## config.mk

```make
export PLATFORM = sky130hd
export DESIGN_NAME = basemul_unit
export DESIGN_NICKNAME = d
export VERILOG_FILES = /design/src/rtl/kyber_pkg.sv /design/src/rtl/montgomery_reduce.sv /design/src/rtl/basemul_unit.sv
export SDC_FILE = /design/constraint.sdc
export NUM_CORES = 1
export LEC_CHECK = 0
export ABC_CLOCK_PERIOD_IN_PS = 39000
export BUFFER_PORTS_ARGS = -buffer_cell sky130_fd_sc_hd__buf_4
export CAP_MARGIN = 10
export CELL_PAD_IN_SITES_DETAIL_PLACEMENT = 1
export CELL_PAD_IN_SITES_GLOBAL_PLACEMENT = 2
export CORE_MARGIN = 2
export CORE_UTILIZATION = 44
export DETAILED_ROUTE_END_ITERATION = 7
export HOLD_SLACK_MARGIN = 0.05
export PLACE_DENSITY_LB_ADDON = 0.1
export SETUP_SLACK_MARGIN = 0.3
export SLEW_MARGIN = 10
export SYNTH_ARGS = -nofsm -noshare
export SYNTH_HDL_FRONTEND = slang
export SYNTH_SLANG_ARGS = --single-unit
```

## constraint.sdc

```tcl
create_clock -name clk -period 39 [get_ports clk]
set_input_delay 3.9 -clock clk [delete_from_list [all_inputs] [get_ports clk]]
set_output_delay 3.9 -clock clk [all_outputs]
set_load 0.03 [all_outputs]
```

## src/rtl/kyber_pkg.sv

```systemverilog
// kyber_pkg: shared Kyber constants, coefficient type and base-multiplier state encoding
package kyber_pkg;
    localparam int KYBER_Q    = 3329;
    localparam int KYBER_QINV = -3327;
    typedef logic signed [15:0] coeff_t;
    typedef enum logic [2:0] {IDLE, MUL0, MUL1, MUL2, MUL3, MUL4, DONE} bm_state_t;
endpackage

```

## src/rtl/montgomery_reduce.sv

```systemverilog
// montgomery_reduce: combinational a * 2^-16 mod Q for a 32-bit signed input, result in (-Q, Q)
module montgomery_reduce
    import kyber_pkg::*;
#(
    parameter int Q    = KYBER_Q,
    parameter int QINV = KYBER_QINV
) (
    input  logic signed [31:0] a,
    output coeff_t             r
);
    coeff_t             t;
    logic signed [31:0] u;
    // Only the low half of a*QINV matters, so a 16x16 truncating multiply suffices
    assign t = coeff_t'(a[15:0] * 16'(QINV));
    assign u = a - 32'(t) * Q;
    assign r = u[31:16];
endmodule

```

## src/rtl/basemul_unit.sv

```systemverilog
// basemul_unit: sequential Kyber base-case multiply r = a*b mod (X^2 - zeta)
// sharing one 16x16 multiplier and one Montgomery reducer over five cycles
module basemul_unit
    import kyber_pkg::*;
#(
    parameter int DW = 16,
    parameter int Q  = KYBER_Q
) (
    input  logic                 clk,
    input  logic                 reset,
    input  logic                 in_valid,
    output logic                 in_ready,
    input  logic signed [DW-1:0] a0,
    input  logic signed [DW-1:0] a1,
    input  logic signed [DW-1:0] b0,
    input  logic signed [DW-1:0] b1,
    input  logic signed [DW-1:0] zeta,
    output logic                 out_valid,
    input  logic                 out_ready,
    output logic signed [DW-1:0] r0,
    output logic signed [DW-1:0] r1
);
    bm_state_t state;
    coeff_t a0_q, a1_q, b0_q, b1_q, zeta_q, ma, mb, red;
    logic signed [31:0] prod;

    always_comb begin
        ma = (state == MUL0 || state == MUL4) ? a1_q : (state == MUL1) ? r0 : a0_q;
        mb = (state == MUL0 || state == MUL3) ? b1_q : (state == MUL1) ? zeta_q : b0_q;
    end

    // Full 32-bit product: no truncation before reduction
    assign prod = 32'(ma) * 32'(mb);

    montgomery_reduce #(.Q(Q), .QINV(KYBER_QINV)) u_red (.a(prod), .r(red));

    always_ff @(posedge clk or negedge reset) begin
        if (!reset) begin
            state     <= IDLE;
            in_ready  <= 1'b0;
            out_valid <= 1'b0;
            r0        <= '0;
            r1        <= '0;
            a0_q      <= '0;
            a1_q      <= '0;
            b0_q      <= '0;
            b1_q      <= '0;
            zeta_q    <= '0;
        end else begin
            case (state)
                IDLE: begin
                    in_ready <= !(in_ready && in_valid);
                    if (in_ready && in_valid) begin
                        a0_q   <= a0;
                        a1_q   <= a1;
                        b0_q   <= b0;
                        b1_q   <= b1;
                        zeta_q <= zeta;
                        state  <= MUL0;
                    end
                end
                MUL0: begin r0 <= red;      state <= MUL1; end
                MUL1: begin r0 <= red;      state <= MUL2; end
                MUL2: begin r0 <= r0 + red; state <= MUL3; end
                MUL3: begin r1 <= red;      state <= MUL4; end
                MUL4: begin
                    r1        <= r1 + red;
                    out_valid <= 1'b1;
                    state     <= DONE;
                end
                DONE: if (out_ready) begin
                    out_valid <= 1'b0;
                    in_ready  <= 1'b1;
                    state     <= IDLE;
                end
                default: state <= IDLE;
            endcase
        end
    end
endmodule

```

==> summary.txt <==
Worst setup path
  – Data required time of the worst path: approximately 40 ns
  – Critical-path cell with the highest stage delay: a21oi_1
  – Endpoint of the lowest-slack register-to-register path: r1[15]
  – Worst path buffer plus inverter count: 10
  – Reg2Reg Setup Slack: between 20 and 25 ns
  – Cell count along the critical path: 62
  – Worst setup path end: r1[15]
  – Cell depth of the worst flop-to-flop path: just over 60
  – Critical Path AT: roughly 17 ns
  – Kind of end point of the critical path: register
  – Maximum fanout encountered on the critical timing path: 38
  – Worst reg2reg startpoint: state[1]
  – Sort of element at the start of the critical path: register
  – CP max stage delay: just over 1 ns
  – Top delay family on crit path: adder cells
  – Worst setup path category: register to register
  – Worst setup path startpoint: state[1]

Yosys
  – Flop and latch count out of synthesis: about 120
  – Post-synth cell types: 76
  – Net count after synthesis: 2751
  – Number of warnings issued by yosys: 0
  – Number of synthesized flops with an enable pin: 0
  – Most used flip-flop cell after synthesis: dfrtp_1
  – Syn Area/Cell: 9.402 µm²
  – Largest cells by area after synthesis: fa_1, dfrtp_1, ha_1
  – Cell type contributing the most total cell area after synthesis: fa_1
  – Proportion of register bits with asynchronous set or reset after synthesis: between 90% and 100%
  – Syn Std Cell Area: 20070 µm²
  – Gate Count Post-Synth: about 2100
  – Portion of synthesized cell area occupied by the leading cell type: a little under 30%
  – Fraction of the yosys area taken by sequential cells: 14.59%

STA
  – Relative slew margins: a little under an eighth
  – Max Transition Viols Final: 0
  – Clock period minus final worst setup slack: 16.86 ns
  – Setup repair after global routing missed its margin: no
  – Setup_tns: 0 ns
  – Maximum operating frequency: ~0.06 GHz
  – Worst slew pin tran: roughly 1.3 ns
  – Fraction of the cycle the final worst path needs: between 40% and 50%
  – Number of failing setup endpoints in the final timing report: 0
  – Hold Vio Cnt, Final: 0
  – Worst Skew: 0.009845 ns

Drt
  – Post-detailed-route wirelength per cell: about 21 µm
  – Vias per cell: ~5.4
  – Remaining antenna violation count after routing: 0
  – Number of DRC markers in iteration 0: just under 800
  – Wire length after detailed routing: approximately 60 mm
  – Number of vias after detailed routing: 15260
  – TritonRoute pass-1 iters: 5
  – DRC violation count after routing: 0

Floorplanning
  – Floorplan core area: 45190 µm²
  – Die extent in y: around 220 µm
  – Initial core utilization: about 44%
  – I/O pins: ~120
  – Total Die Area: between 40000 and 50000 µm²
  – Row cnt: between 70 and 80
  – Horiz. Die Dim: approximately 220 µm

GRT
  – Total global routing track utilization: between 20% and 30%
  – Initial antenna violation count: 1
  – Vias in the first global route: roughly 17000
  – Global-route wire length before repair: a little under 100 mm
  – Total congestion overflow: 0
  – Largest net degree at the start of global routing: slightly below 80

CTS
  – CTS sink count: around 120
  – Count of cells resized by post-cts repair: 0
  – Master cell of the clock root buffer: clkbuf_16
  – Number of buffers inserted during clock tree synthesis: 17
  – Skew-Pair Late Insertion Delay: roughly 0.44 ns
  – H-Tree Depth: 4
  – TritonCTS clock tree: yes
  – Hold-fix buffers, CTS: 0
  – CTS clock-pin slew for the worst setup and hold paths: 0.06 ns
  – Maximum root-to-sink buffer count: 2
  – Number of setup buffers added after CTS: 0

Cells and area
  – Nets: approximately 2800
  – Most frequent cells in the layout: inv_1, fa_1, ha_1
  – Core occupancy in the finished layout: approximately 49%
  – Share of final-layout standard cells stronger than drive strength 1: around an eighth
  – Area growth from synthesis to layout: 11.00%
  – Commonest non-fill, non-tap cell in the layout: inv_1

Flow run
  – Maximum capacitance violations: 0

Place
  – Quantity of I/O buffers inserted on ports: 117
  – DP HPWL: 50.26 mm
  – Routability cong.: approximately 0.84

Status
  – Result of the run: completed

Min path
  – Min-delay src: a0_q[13]
  – Hold crit path type: register to register
synth_stat cells, types with 10 or more instances:
library cell	n
a21o_1	60
a21oi_1	122
and2_1	11
clkbuf_1	52
dfrtp_1	117
fa_1	298
ha_1	234
inv_1	368
mux2_2	80
mux2i_1	44
nand2_1	197
nand2b_1	13
nand3_1	15
nor2_1	192
nor3_1	16
o21ai_0	47
o21ai_1	10
o21bai_1	17
xnor2_1	73
xor2_1	38
metal layers:
metal	global-route usage (%)	routed length, µm
met4	5.913	1100
met3	3.417	2209
met5	0	0
met2	46.49	29410
met1	36.64	27150
sequential cells by signal (all words and copies together) (netlist names):
register,flops
a0_q,16
a1_q,16
b0_q,16
b1_q,16
in_ready,1
out_valid,1
r0,16
r1,16
state,3
zeta_q,16
layout make-up:
type	count	area, µm²
fillers	5154	22900
multi-input cells	1588	15540
flip-flops and latches	117	2928
inverters	368	1381
repair buffers	137	1028
well taps	600	750.7
clock buffers	19	452.9
clock inverters	13	197.7
diodes	1	2.502
per-stage QoR:
step | hold slack [ns] | area, µm² | instances | worst slack, ns
final | 0.5036 | 22280 | 2843 | 22.14
after global routing | 0.5247 | 22280 | 2842 | 21.03
after CTS | 0.5049 | 22280 | 2842 | 22.06
after detailed placement | 0.4920 | 21630 | 2810 | 22.14
after global placement | 0.4908 | 21630 | 2810 | 22.53
after floorplan | 0.4723 | 20070 | 2135 | 24.16
cell families after synthesis:
group	after synthesis	synth area share (%)
simple gates	496	10.73
mux	126	6.888
compound gates	321	10.28
fa+ha+maj	532	44.31
xor+xnor	113	5.061
flops	117	14.59
buf+inv	430	8.141
worst reg2reg max path: cells and delay by family, from the launching register on:
family	cells	cell delay (ns)
AO/OA/AOI/OAI	16	4.47
XOR/XNOR	5	1.45
adder cells (fa/ha/maj)	16	6.04
buffers and inverters	10	1.14
flip-flops	1	0.57
multiplexers	2	0.98
AND/OR/NAND/NOR	13	2.11
how the worst min path moves through the flow:
| stage | endpoint | cells after the start |
|---|---|---|
| 2_1_floorplan | a0_q[13] | 1 |
| 3_3_place_gp | b0_q[13] | 1 |
| 3_5_place_dp | a0_q[13] | 1 |
| 4_1_cts | a0_q[13] | 1 |
| 5_1_grt | zeta_q[1] | 1 |
| 6_report | a0_q[13] | 1 |
Power is left out: the tool's default activity adds up to more than one toggle a clock period on the data nets, which glitch-free logic cannot reach.
